==> config.mk <==
export PLATFORM = sky130hd
export DESIGN_NAME = alu8_resp
export DESIGN_NICKNAME = d
export VERILOG_FILES = /design/src/rtl/alu8_resp.sv
export SDC_FILE = /design/constraint.sdc
export NUM_CORES = 1
export LEC_CHECK = 0
export ABC_AREA = 1
export CAP_MARGIN = 15
export CELL_PAD_IN_SITES_DETAIL_PLACEMENT = 0
export CELL_PAD_IN_SITES_GLOBAL_PLACEMENT = 2
export CORE_ASPECT_RATIO = 1.25
export CORE_MARGIN = 5
export CORE_UTILIZATION = 27
export CTS_CLUSTER_SIZE = 40
export DETAILED_ROUTE_END_ITERATION = 10
export GPL_ROUTABILITY_DRIVEN = 0
export PLACE_DENSITY_LB_ADDON = 0.1
export SYNTH_ARGS = -nofsm -noshare
export SYNTH_HDL_FRONTEND = slang
export SYNTH_SLANG_ARGS = --single-unit
==> constraint.sdc <==
create_clock -name clk -period 2.5 [get_ports clk]
set_input_delay 0.25 -clock clk [delete_from_list [all_inputs] [get_ports clk]]
set_output_delay 0.25 -clock clk [all_outputs]
set_load 0.005 [all_outputs]
==> src/rtl/alu8_resp.sv <==
// alu8_resp -- registered, handshaked responder for an 8-bit ALU.
//
// Requests (A, B, ALU_Sel) are accepted over a valid/ready interface into
// stage 1. They are evaluated and registered into stage 2, which drives the
// result interface (ALU_Out, carry, zero) under out_valid/out_ready. The
// block holds up to two requests in flight and keeps full throughput while
// out_ready stays high.
//
// Ports:
//   clk, rst            rising-edge clock, synchronous active-high reset
//   in_valid, in_ready  request handshake
//   A, B, ALU_Sel       operands and operation select
//   out_valid,out_ready result handshake
//   ALU_Out             result
//   carry               add carry-out / subtract borrow, 0 for logic ops
//   zero                ALU_Out == 0
//   op_count            completed output handshakes (wrapping)
module alu8_resp #(
  parameter int WIDTH = 8,
  parameter int CNT_W = 16
) (
  input  logic             clk,
  input  logic             rst,
  input  logic             in_valid,
  output logic             in_ready,
  input  logic [WIDTH-1:0] A,
  input  logic [WIDTH-1:0] B,
  input  logic [2:0]       ALU_Sel,
  output logic             out_valid,
  input  logic             out_ready,
  output logic [WIDTH-1:0] ALU_Out,
  output logic             carry,
  output logic             zero,
  output logic [CNT_W-1:0] op_count
);

  // Returns {carry, result}. The extra top bit of the add/sub gives carry
  // for addition and the unsigned borrow for subtraction.
  function automatic logic [WIDTH:0] alu_calc(input logic [WIDTH-1:0] a,
                                              input logic [WIDTH-1:0] b,
                                              input logic [2:0]       sel);
    logic [WIDTH:0] r;
    case (sel)
      3'b000:  r = {1'b0, a} + {1'b0, b};
      3'b001:  r = {1'b0, a} - {1'b0, b};
      3'b010:  r = {1'b0, a & b};
      3'b011:  r = {1'b0, a | b};
      3'b100:  r = {1'b0, a ^ b};
      3'b101:  r = {1'b0, ~(a & b)};
      3'b110:  r = {1'b0, ~(a | b)};
      default: r = {1'b0, ~(a ^ b)};
    endcase
    return r;
  endfunction

  logic [WIDTH-1:0] a_p1;
  logic [WIDTH-1:0] b_p1;
  logic [2:0]       sel_p1;
  logic             vld_p1;
  logic [WIDTH:0]   res_p1;
  logic             load_p2;
  logic             out_fire;

  // Stage 1 can accept whenever it is empty or its content is about to move on.
  assign in_ready = !vld_p1 || !out_valid || out_ready;
  assign load_p2  = vld_p1 && (!out_valid || out_ready);
  assign out_fire = out_valid && out_ready;

  always_comb begin
    res_p1 = alu_calc(a_p1, b_p1, sel_p1);
  end

  // ---- stage 1: request capture ----
  always_ff @(posedge clk) begin
    if (rst) begin
      vld_p1 <= 1'b0;
    end else if (in_ready) begin
      // When in_ready is high any held request is moving to stage 2 this edge,
      // so the slot may be overwritten (or emptied when nothing is offered).
      vld_p1 <= in_valid;
    end
  end

  always_ff @(posedge clk) begin
    if (in_ready && in_valid) begin
      a_p1   <= A;
      b_p1   <= B;
      sel_p1 <= ALU_Sel;
    end
  end

  // ---- stage 2: result register and output handshake ----
  always_ff @(posedge clk) begin
    if (rst) begin
      out_valid <= 1'b0;
      ALU_Out   <= '0;
      carry     <= 1'b0;
      zero      <= 1'b0;
    end else if (load_p2) begin
      out_valid <= 1'b1;
      ALU_Out   <= res_p1[WIDTH-1:0];
      carry     <= res_p1[WIDTH];
      zero      <= (res_p1[WIDTH-1:0] == '0);
    end else if (out_fire) begin
      out_valid <= 1'b0;
    end
  end

  always_ff @(posedge clk) begin
    if (rst) begin
      op_count <= '0;
    end else if (out_fire) begin
      op_count <= op_count + {{(CNT_W-1){1'b0}}, 1'b1};
    end
  end

endmodule

# After elaboration in Yosys (flattened, before gate mapping)
# Cells that the tools add are included.
# word_totals
wordCells	38
reg_bits	47
out_inout_bits	28
# classes
n_addsub	3
bitwise_logic	6
reduce_logical	11
n_mux	3
n_eq_ne	6
# ops
cell	count
$pmux W9 S7	1
$not A8 Y8	3
$add A16 B1 Y16 const B	1
$add A8 B8 Y9	1
$eq A3 B3 Y1 const B	3
$sub A8 B8 Y9	1
$and A8 B8 Y8	1
$logic_not A8 Y1	1
$or A8 B8 Y8	1
$xor A8 B8 Y8	1
$eq A3 B2 Y1 const B	2
$eq A3 B1 Y1 const B	1
$logic_and A1 B1 Y1	3
$logic_not A3 Y1	1
$logic_or A1 B1 Y1	3
$logic_not A1 Y1	2
$mux W1	2
$reduce_bool A2 Y1	1

# Depth between registers and ports, before layout
# depth
word_depth	4
ltp_mapped	21

# Worst setup path after synthesis
# Ideal clock, no wire load.
# synth_path
path_type	register to register
startpoint	register sel_p1[1]
endpoint	register zero
path_buffers	1
t_arrival_ps	2402
period_less_slack_ps	2530
setup_time_ps	128
slack_ps	-30
path_stages_with_launch	21
cell_sequence	edfxtp_1 buf_4 nor2_4 inv_1 nor2_1 or2_2 xor2_1 inv_1 ha_1 nand2_1 inv_1 a21oi_1 nand2_1 nand2_1 nand3_1 nand2_1 nand2_1 nand2_1 nor2_1 nor2_1 nor2_1
# synth_between
elab_chain_len	3
word_cells_on_any_way	9
classes_between	6 x eq/ne; 1 x mux; 2 x reduce/logical
# synth_lines
element	line	rtl
start, declared	58	logic [2:0] sel_p1;
start signal, assigned	88	sel_p1 <= ALU_Sel;
$eq A3 B3 Y1 (tied with other cells)	43	case (sel)
$pmux W9 S7 (*)	43	
$logic_not A8 Y1 (*)	103	zero <= (res_p1[WIDTH-1:0] == '0);
end signal, assigned	103	
end, declared	33	output logic zero,
# Mark *: on every way between the ends. The rest lies on a longest branch, timed or not.
# A chain may end at the register's enable or synchronous reset.

# Worst setup path after layout
# layout_path
startpoint	register sel_p1[2]
endpoint	register zero
# The elaborated chain is that of the path after synthesis.

==> results.py <==
metrics = {
    "global_routing": {
        "grt_max_degree": 20,
        "grt_overflow": 0,
        "grt_util_all_layers_pct": 13.6,
        "antenna_found_initial": 0,
        "first_global_vias": 2885,
        "grt_pass1_wl_um": 14500,
    },
    "worst_setup_path": {
        "critPathLaunchType": "flop",
        "required_ns": 2.69,
        "crit_path_frequent_cell": "nand2_1",
        "cp_slowest_cell": "edfxtp_1",
        "path_cells": "nor2_4 > inv_2 > nor2_4 > nor2_1 > xor2_1 > ha_1 > a21oi_2 > nand2_2 > nand2_1 > nand2_1 > nand2_1 > nand3_1 > nand2_1 > nand2_1 > nand2_1 > nor2_1 > nor2_1 > nor2_1",
        "arrival_ns": 2.61,
        "critPathKind": "reg2reg",
        "endpoint_kind": "flop",
        "worst-path-max-fanout": 6,
        "max_stage_delay_ns": 0.42,
    },
    "sta": {
        "period_needed_ns": 2.42,
        "fin_skew_ns": 0.00743,
        "finalSetupViolCount": 0,
        "maxSlewHeadroom_pct": 58.8,
        "fin_hold_ws_ns": 0.479,
        "hold_violations": 0,
        "max_freq_ghz": 0.412,
        "tightestPinTransition_ns": 0.614,
        "rsz0062_at_grt": "true",
        "fin_crit_sh_pct": 97.0,
        "setup_tns_ns": 0,
        "report.final.slew_viol_count": 0,
        "timing.final.ws_setup_ns": 0.0754,
    },
    "hold_path": {
        "hold_path.class": "reg2reg",
    },
    "logic_synthesis": {
        "syn_area_sq_um": 3010,
        "yosysTopAreaCellShare_pct": 18.9,
        "yosysSeqAreaShare_pct": 37.5,
        "synth_area_leaders": "edfxtp_1 (19%), dfxtp_1 (19%), nand2_1 (11%)",
        "synth_top_family_by_area": "simple AND/OR/NAND/NOR gates",
        "yosysUniqueCellTypes": 32,
        "syn_avg_cell_area_sq_um": 7.32,
        "yosys-mux-area-fraction_pct": 0,
        "yosys_register_bits": 47,
        "synth_compound_area_share_pct": 9.67,
        "synth-xor-area-share_pct": 2.32,
        "synth_fp_nets": 462,
        "synthAdderAreaFrac_pct": 11.5,
        "synth_warnings": 0,
        "synth_top_area_cell": "edfxtp_1",
        "synth_cells": 412,
        "yosys.area_share.simple_pct": 28.6,
    },
    "floorplan": {
        "dieArea_sq_um": 13400,
        "die_w_um": 105,
        "num_rows": 43,
        "io_pins": 51,
        "start_util_pct": 27.3,
        "core_sq_um": 11000,
        "die_h_um": 128,
    },
    "pwr": {
        "leakage_uw": 0.00190,
        "powerDensity_nw_per_um2": 511,
        "max-vdd-ir-drop_uv": 266,
    },
    "routing": {
        "dr.pass1.iters": 4,
        "wl_um": 8840,
        "vias_per_cell": 4.49,
        "wl_per_cell_um": 13.9,
        "drc": 0,
        "detail_route.iter0.violations": 96,
        "num_vias": 2848,
        "detail-route-antenna-nets": 0,
    },
    "final_layout": {
        "layout-drive-gt1-share_pct": 17.4,
        "num_antenna_cells": 0,
        "layout_commonest_cell": "nand2_1",
        "area.growth.synth_to_final_pct": 41.8,
        "fillers": 1142,
        "layout_common_cells": "nand2_1 (81), inv_1 (68), clkdlybuf4s50_1 (50)",
        "final_nets": 548,
        "fin_area_sq_um": 4270,
    },
    "placement": {
        "hpwlAfterDp_um": 6860,
        "pre_cts_slack_ns": -0.266,
        "port_buffers": 50,
        "placed_area_sq_um": 3860,
    },
    "cts": {
        "ctsHtreeMaxLevel": 2,
        "cts_num_sinks": 47,
        "insertion_delay_ns": 0.29,
        "cts_hold_buffers": 0,
        "cts.path.max_buffers": 2,
        "cts_tree": "built",
        "clk_pin_slew_worst_paths_ns": 0.07,
        "cts-root-buf": "clkbuf_16",
        "cts_inserted_buffers": 5,
    },
    "status": {
        "status": "completed",
    },
    "flow_run": {
        "drv_cap": 0,
    },
}
[Yosys cell counts, drive strengths merged]
| master | n |
|---|---|
| buf | 4 |
| and3 | 1 |
| o211ai | 3 |
| fa | 1 |
| ha | 26 |
| xor2 | 8 |
| clkbuf | 3 |
| o21a | 3 |
| o21bai | 1 |
| nand4 | 14 |
| edfxtp | 19 |
| inv | 74 |
| nor4 | 1 |
| a21oi | 23 |
| nor2 | 45 |
| o31ai | 1 |
| nand3 | 27 |
| a31oi | 2 |
| nor3 | 14 |
| nand2 | 92 |
| dfxtp | 28 |
| o21ai | 20 |
| or2 | 2 |
[final cells by class]
| class | instances | area, sq um | area share [%] |
|---|---|---|---|
| clock buffers | 8 | 179 | 4.19 |
| inverters | 74 | 278 | 6.50 |
| multi-input cells | 284 | 1740 | 40.8 |
| flip-flops and latches | 47 | 1130 | 26.5 |
| well taps | 135 | 169 | 3.95 |
| repair buffers | 86 | 774 | 18.1 |
[metrics by stage]
| step | total power, uW | util, % | instances |
|---|---|---|---|
| final | 2180 | 38.7 | 634 |
| after global routing | 2330 | 38.7 | 634 |
| after detailed placement | 1340 | 35.0 | 618 |
| after global placement | 1340 | 35.0 | 618 |
| after CTS | 2190 | 37.8 | 631 |
| after floorplan | 1130 | - | 412 |
[registers in the layout (all words and copies together) (netlist names)]
name,cells
out_valid,1
a_p1,8
vld_p1,1
b_p1,8
ALU_Out,8
sel_p1,3
op_count,16
zero,1
carry,1
[worst paths after layout]
| kind | from | cells after the start | slack, ns | endpoint |
|---|---|---|---|---|
| worst max-delay path | sel_p1[2] | 18 | 0.08 | zero |
| worst min-delay path | carry | 2 | 0.48 | carry |
| worst max register to register | sel_p1[2] | 18 | 0.08 | zero |
| worst min register to register | carry | 2 | 0.48 | carry |
[critical path: cells and delay by family (launching register included)]
kind	cells	cell delay (ns)
fa+ha+maj	1	0.33
compound gates	1	0.19
xor+xnor	1	0.15
simple gates	14	1.16
flops	1	0.42
buf+inv	1	0.05
[layer usage]
metal / wire length [um] / up-vias / GRT usage, %
li1: - / 1506 / -
met1: 3830 / 1280 / 15.3
met2: 4430 / 52 / 24.5
met3: 414 / 10 / 3.78
met4: 170 / 0 / 4.80
met5: 0 / - / 0
[repair_timing]
item / CTS / global route
endpoints found under the hold margin: 0 / 0
gates cloned: 0 / 0
resized for setup: 20 / 22
pin swaps: 6 / 14
buffers inserted: 5 / 3
endpoints found under the setup margin: 5 / 6
[power by group]
group	internal, uW	leakage, uW	switching, uW
registers	833	0.000413	27.2
logic	248	0.00140	276
clock network	494	0.0000874	305
total	1570	0.00190	609
[cells by family after synthesis]
kind of cell / after synthesis
flops: 47
fa+ha+maj: 27
simple gates: 196
xor+xnor: 8
compound gates: 53
buf+inv: 81
(Power assumes the default switching activity.)
